## src/rtl/sdram_init_seq.sv

```systemverilog
// Purpose : SDRAM power-up / re-init sequencer: NOP wait, PRECHARGE-ALL, N x AUTO-REFRESH, LOAD MODE.
// Latency : PRE at cycle PWRUP_CYCLES after reset; a re-init issues PRE in the cycle after init_req.
// Backpr. : none; init_req is only honoured in DONE (ignored while busy), held high re-triggers.
//
// Ports:
//   sclk, s_rst            clock, asynchronous active-high reset
//   init_req               re-init request (skips the power-up wait)
//   cmd_reg                {CS_n,RAS_n,CAS_n,WE_n}, registered
//   sdram_addr, sdram_ba   address bus (decoded from cmd_reg), bank address (always 0)
//   flag_init_end          level: sequence complete, shared bus released
//   init_done              single-cycle pulse in the first DONE cycle
//   init_busy              inverse of flag_init_end
module sdram_init_seq #(
  parameter int              PWRUP_CYCLES = 10000,
  parameter int              TRP_CYCLES   = 2,
  parameter int              TRC_CYCLES   = 4,
  parameter int              TMRD_CYCLES  = 2,
  parameter int              AREF_COUNT   = 2,
  parameter int              ADDR_W       = 12,
  parameter int              BA_W         = 2,
  parameter logic [ADDR_W-1:0] MODE_REG   = 'h032
) (
  input  logic              sclk,
  input  logic              s_rst,
  input  logic              init_req,
  output logic [3:0]        cmd_reg,
  output logic [ADDR_W-1:0] sdram_addr,
  output logic [BA_W-1:0]   sdram_ba,
  output logic              flag_init_end,
  output logic              init_done,
  output logic              init_busy
);

  localparam logic [3:0] CMD_NOP  = 4'b0111;
  localparam logic [3:0] CMD_PRE  = 4'b0010;
  localparam logic [3:0] CMD_AREF = 4'b0001;
  localparam logic [3:0] CMD_MRS  = 4'b0000;

  localparam int GAP_MAX = (TRP_CYCLES > TRC_CYCLES) ?
                           ((TRP_CYCLES > TMRD_CYCLES) ? TRP_CYCLES : TMRD_CYCLES) :
                           ((TRC_CYCLES > TMRD_CYCLES) ? TRC_CYCLES : TMRD_CYCLES);

  localparam int DLY_W = $clog2(PWRUP_CYCLES + 1);
  localparam int GAP_W = $clog2(GAP_MAX + 1);
  localparam int ARF_W = $clog2(AREF_COUNT + 1);

  localparam logic [DLY_W-1:0] DLY_END  = DLY_W'(PWRUP_CYCLES);
  // Gap counter reads 0 in the command cycle itself, so the next command
  // is due when it reaches (spacing - 1).
  localparam logic [GAP_W-1:0] TRP_END  = GAP_W'(TRP_CYCLES - 1);
  localparam logic [GAP_W-1:0] TRC_END  = GAP_W'(TRC_CYCLES - 1);
  localparam logic [GAP_W-1:0] TMRD_END = GAP_W'(TMRD_CYCLES - 1);
  localparam logic [ARF_W-1:0] ARF_END  = ARF_W'(AREF_COUNT);

  localparam logic [ADDR_W-1:0] A10_ONLY = ADDR_W'(1) << 10;

  typedef enum logic [2:0] {
    S_WAIT, S_PRE, S_TRP, S_AREF, S_TRC, S_MRS, S_TMRD, S_DONE
  } state_t;

  state_t           state;
  logic [DLY_W-1:0] dly_cnt;
  logic [GAP_W-1:0] gap_cnt;
  logic [ARF_W-1:0] aref_cnt;   // number of AREFs already issued

  always_ff @(posedge sclk or posedge s_rst) begin
    if (s_rst) begin
      state         <= S_WAIT;
      dly_cnt       <= '0;
      gap_cnt       <= '0;
      aref_cnt      <= '0;
      cmd_reg       <= CMD_NOP;
      flag_init_end <= 1'b0;
      init_done     <= 1'b0;
    end else begin
      // Commands last exactly one cycle; everything else is NOP.
      cmd_reg   <= CMD_NOP;
      init_done <= 1'b0;
      case (state)
        S_WAIT: begin
          if (dly_cnt == DLY_END) begin
            state    <= S_PRE;
            cmd_reg  <= CMD_PRE;
            dly_cnt  <= '0;
            gap_cnt  <= '0;
            aref_cnt <= '0;
          end else begin
            dly_cnt <= dly_cnt + DLY_W'(1);
          end
        end

        // PRE and its tRP gap form one timed interval.
        S_PRE, S_TRP: begin
          if (gap_cnt == TRP_END) begin
            state    <= S_AREF;
            cmd_reg  <= CMD_AREF;
            gap_cnt  <= '0;
            aref_cnt <= aref_cnt + ARF_W'(1);
          end else begin
            state   <= S_TRP;
            gap_cnt <= gap_cnt + GAP_W'(1);
          end
        end

        S_AREF, S_TRC: begin
          if (gap_cnt == TRC_END) begin
            gap_cnt <= '0;
            if (aref_cnt == ARF_END) begin
              state   <= S_MRS;
              cmd_reg <= CMD_MRS;
            end else begin
              state    <= S_AREF;
              cmd_reg  <= CMD_AREF;
              aref_cnt <= aref_cnt + ARF_W'(1);
            end
          end else begin
            state   <= S_TRC;
            gap_cnt <= gap_cnt + GAP_W'(1);
          end
        end

        S_MRS, S_TMRD: begin
          if (gap_cnt == TMRD_END) begin
            state         <= S_DONE;
            gap_cnt       <= '0;
            flag_init_end <= 1'b1;
            init_done     <= 1'b1;
          end else begin
            state   <= S_TMRD;
            gap_cnt <= gap_cnt + GAP_W'(1);
          end
        end

        // Re-init skips the power-up wait and goes straight to PRE.
        S_DONE: begin
          if (init_req) begin
            state         <= S_PRE;
            cmd_reg       <= CMD_PRE;
            flag_init_end <= 1'b0;
            gap_cnt       <= '0;
            aref_cnt      <= '0;
          end
        end

        default: begin
          state         <= S_WAIT;
          dly_cnt       <= '0;
          gap_cnt       <= '0;
          aref_cnt      <= '0;
          flag_init_end <= 1'b0;
        end
      endcase
    end
  end

  // Address follows the registered command in the same cycle.
  always_comb begin
    sdram_addr = A10_ONLY;
    if (cmd_reg == CMD_MRS) sdram_addr = MODE_REG;
  end

  assign sdram_ba  = '0;
  assign init_busy = ~flag_init_end;

endmodule

```

## config.mk

```make
export PLATFORM = sky130hd
export DESIGN_NAME = sdram_init_seq
export DESIGN_NICKNAME = d
export VERILOG_FILES = /design/src/rtl/sdram_init_seq.sv
export SDC_FILE = /design/constraint.sdc
export NUM_CORES = 1
export LEC_CHECK = 0
export CAP_MARGIN = 25
export CORE_MARGIN = 8
export CORE_UTILIZATION = 30
export CTS_CLUSTER_DIAMETER = 200
export DETAILED_ROUTE_END_ITERATION = 16
export PLACE_DENSITY = 0.5
export REMOVE_ABC_BUFFERS = 1
export SLEW_MARGIN = 20
export SYNTH_ARGS = -nofsm -noshare
export SYNTH_HDL_FRONTEND = slang
export SYNTH_SLANG_ARGS = --single-unit
export TNS_END_PERCENT = 10
```

## constraint.sdc

```tcl
create_clock -name sclk -period 2.5 [get_ports sclk]
set_clock_uncertainty 0.15 [all_clocks]
set_input_delay 0.5 -clock sclk [delete_from_list [all_inputs] [get_ports sclk]]
set_output_delay 0.5 -clock sclk [all_outputs]
set_load 0.005 [all_outputs]
```

==> out/metrics.csv <==
metric;value;unit
die width;93.3;µm
Detail Route Antenna Nets;0;
CP required;1.85;ns
kind of critical path;register to output port;
Inst Count DP;267;
max_slew headroom;54.3;%
Unique masters post-synth;45;
RSZ-0062 raised after global routing;no;
#FFs+latches synth;27;
synthesis-to-layout area growth;10.1;%
Port Buffers;12;
DP Worst Slack;0.464;ns
Initial Utilization;30.6;%
hold path cells;1;
Max Cap Violations;0;
Worst Tran Pin Value;0.686;ns
Largest stage delay, worst path;0.52;ns
Post-Syn Area per Cell;9.58;µm²
Post-Syn Area;0.00179;mm²
setup violators final;0;
largest area contributor in the netlist;dfrtp_1;
Int Power;1.18;mW
Switching Power;0.903;mW
CTS Buffer Depth;2;
CP Launch Type;register;
largest net degree at the start of global routing;28;
post-CTS resize count;0;
Clk network pwr share;12.0;%
dpl hpwl;2840;µm
Slew Limit Fails;0;
CTS Buf Count;3;
Post-synth EDFFs;0;
static leakage;0.845;nW
Ports;24;
root buf cell;clkbuf_8;
Hold Path End;dly_cnt[6];
worst-path maximum fanout;3;
Post-Syn Instances;187;
post-CTS setup repair buffer count;0;
status;finished, final reports clean;
setup TNS;0;ns
HP Start;dly_cnt[6];
Final Cycle Share;91.1;%
Worst EP arrival;1.63;ns
path depth of the worst reg2reg path;6;
initial DRC count;71;
setup slack after layout;0.221;ns
vias per cell;4.90;
Site Rows;28;
sequential share of power;37.7;%
Sw Ratio;43.3;%
number of buffers and inverters on the critical path;2;
most common cell in the netlist;dfrtp_1;
Skew-Pair Late Insertion Delay;0.27;ns
f_max;439;MHz
Biggest register;dly_cnt;
synth cell count leaders;dfrtp_1 (24), buf_4 (14), inv_1 (13);
cts hold-fix bufs;0;
final hold slack;0.369;ns
Post-synth ARST share;100;%
number of global-route vias before repair;1279;
class of the worst hold path;register to register;
gr usage total;8.78;%
clock slew at the register clock pins of the worst setup and hold paths;0.10;ns
H-tree depth;1;
yosys warns;0;
drt drc;0;
final hold viol count;0;
max reg flops;14;
Top FF cell, synth;dfrtp_1;
FF-to-FF setup slack;0.48;ns
R2R Path End;gap_cnt[0];
Floorplan Core Area;0.00585;mm²
via count;1329;
Worst path slowest cell;clkdlybuf4s50_1;
post-route insts no fill;271;
top cells by area, synth;dfrtp_1 (34%), ha_1 (6.3%), buf_4 (5.9%);
sequential area share after synthesis;37.9;%
Yosys top cell area share;33.5;%
Final nets;209;
CTS tree;done;
Die H;93.3;µm
initial antenna violation count;0;
fillers;599;
Die Area;0.00870;mm²
Wirelength per Cell;13.6;µm
Overflow after GRT;0;
first-pass GRT wire length;6180;µm
combinational fraction of design power;50.3;%
Final min period;2.28;ns
power per cell area;1060;mW/mm²
Max IR drop VDD;0.524;mV
fraction of layout cells with a size suffix above 1;10.2;%
Routed WL;3690;µm
GP Congestion;0.781;
drt pass-1 iters;4;
Clock Sinks;27;
CP Capture Type;output port;
reg2reg start;gap_cnt[1];
Crit path max-delay family;buffers and inverters;
Ant. Diodes;0;
CP Cell Sequence;or3_1 -> inv_1 -> clkdlybuf4s50_1;
-- area by class of cell --
class / instances / area [µm²] / area share [%]
repair buffers: 15 / 143 / 7.23
flip-flops and latches: 27 / 679 / 34.4
inverters: 13 / 48.8 / 2.47
well taps: 75 / 93.8 / 4.76
clock inverters: 1 / 5.00 / 0.254
clock buffers: 3 / 41.3 / 2.09
multi-input cells: 137 / 962 / 48.8
-- through the flow --
stage	area [µm²]	total power, mW	utilization, %
after CTS	1970	2.12	33.7
final	1970	2.09	33.7
after detailed placement	1930	1.86	32.9
after floorplan	1690	1.53	-
after global routing	1970	2.28	33.7
after global placement	1930	1.86	32.9
-- worst max path at each step --
stage	start	end	slack, ns	cells past startpoint
floorplan	state[2]	dly_cnt[13]	0.72	4
global placement	gap_cnt[1]	gap_cnt[0]	0.44	6
detailed placement	gap_cnt[1]	gap_cnt[0]	0.46	6
CTS	cmd_reg[1]	sdram_addr[4]	0.20	3
global route	cmd_reg[1]	sdram_addr[4]	0.14	3
finish	cmd_reg[1]	sdram_addr[4]	0.22	3
-- power groups by stage --
stage               logic (mW)  clock network [mW]  registers, mW
global route              1.19               0.278          0.817
detailed placement        1.06                   0          0.797
global placement          1.06                   0          0.802
finish                    1.05               0.250          0.787
floorplan                0.756                   0          0.771
CTS                       1.07               0.264          0.788
-- worst register-to-register path: cells and delay by family, from the launching register on --
family                   cells  cell delay, ns
buffers and inverters        1            0.10
AND/OR/NAND/NOR              1            0.47
flip-flops                   1            0.41
AO/OA/AOI/OAI                3            0.58
adder cells (fa/ha/maj)      1            0.20
-- cells in the final DEF (no fill, tap or decap), types with 2 or more instances in the layout --
master / n
nor2b_1: 4
or3_1: 2
nor2_1: 11
nand2_1: 11
clkdlybuf4s50_1: 12
conb_1: 11
o22ai_1: 2
o221ai_1: 5
a21oi_1: 6
and3_1: 3
nand2b_1: 5
a31oi_1: 3
inv_1: 13
buf_4: 3
and4_1: 2
nand3_1: 3
nor4b_1: 2
a311oi_1: 2
nor4b_4: 2
xor2_1: 6
nand4_1: 7
nor2_2: 2
and2_1: 5
xnor2_1: 7
dfstp_2: 3
a211oi_1: 2
dfrtp_1: 24
o2111ai_1: 2
ha_1: 9
nor3_1: 2
clkbuf_8: 3
o21ai_0: 8
o211ai_1: 2
-- cells by family (layout without fill, tap and decap cells) --
logic type / Yosys count / count (layout) / share of synthesized area (%)
fa+ha+maj: 10 / 10 / 6.84
mux: 1 / 1 / 0.559
compound gates: 37 / 37 / 15.2
other cells: 1 / 11 / 0.209
simple gates: 65 / 65 / 22.5
flops: 27 / 27 / 37.9
buf+inv: 33 / 32 / 10.5
xor+xnor: 13 / 13 / 6.35
-- layer usage --
layer / global-route usage, % / routed length [µm]
met5: 0 / 0
met2: 14.7 / 1810
met3: 2.40 / 139
met1: 10.8 / 1710
met4: 2.28 / 25
Power figures use the tool's default switching activity.
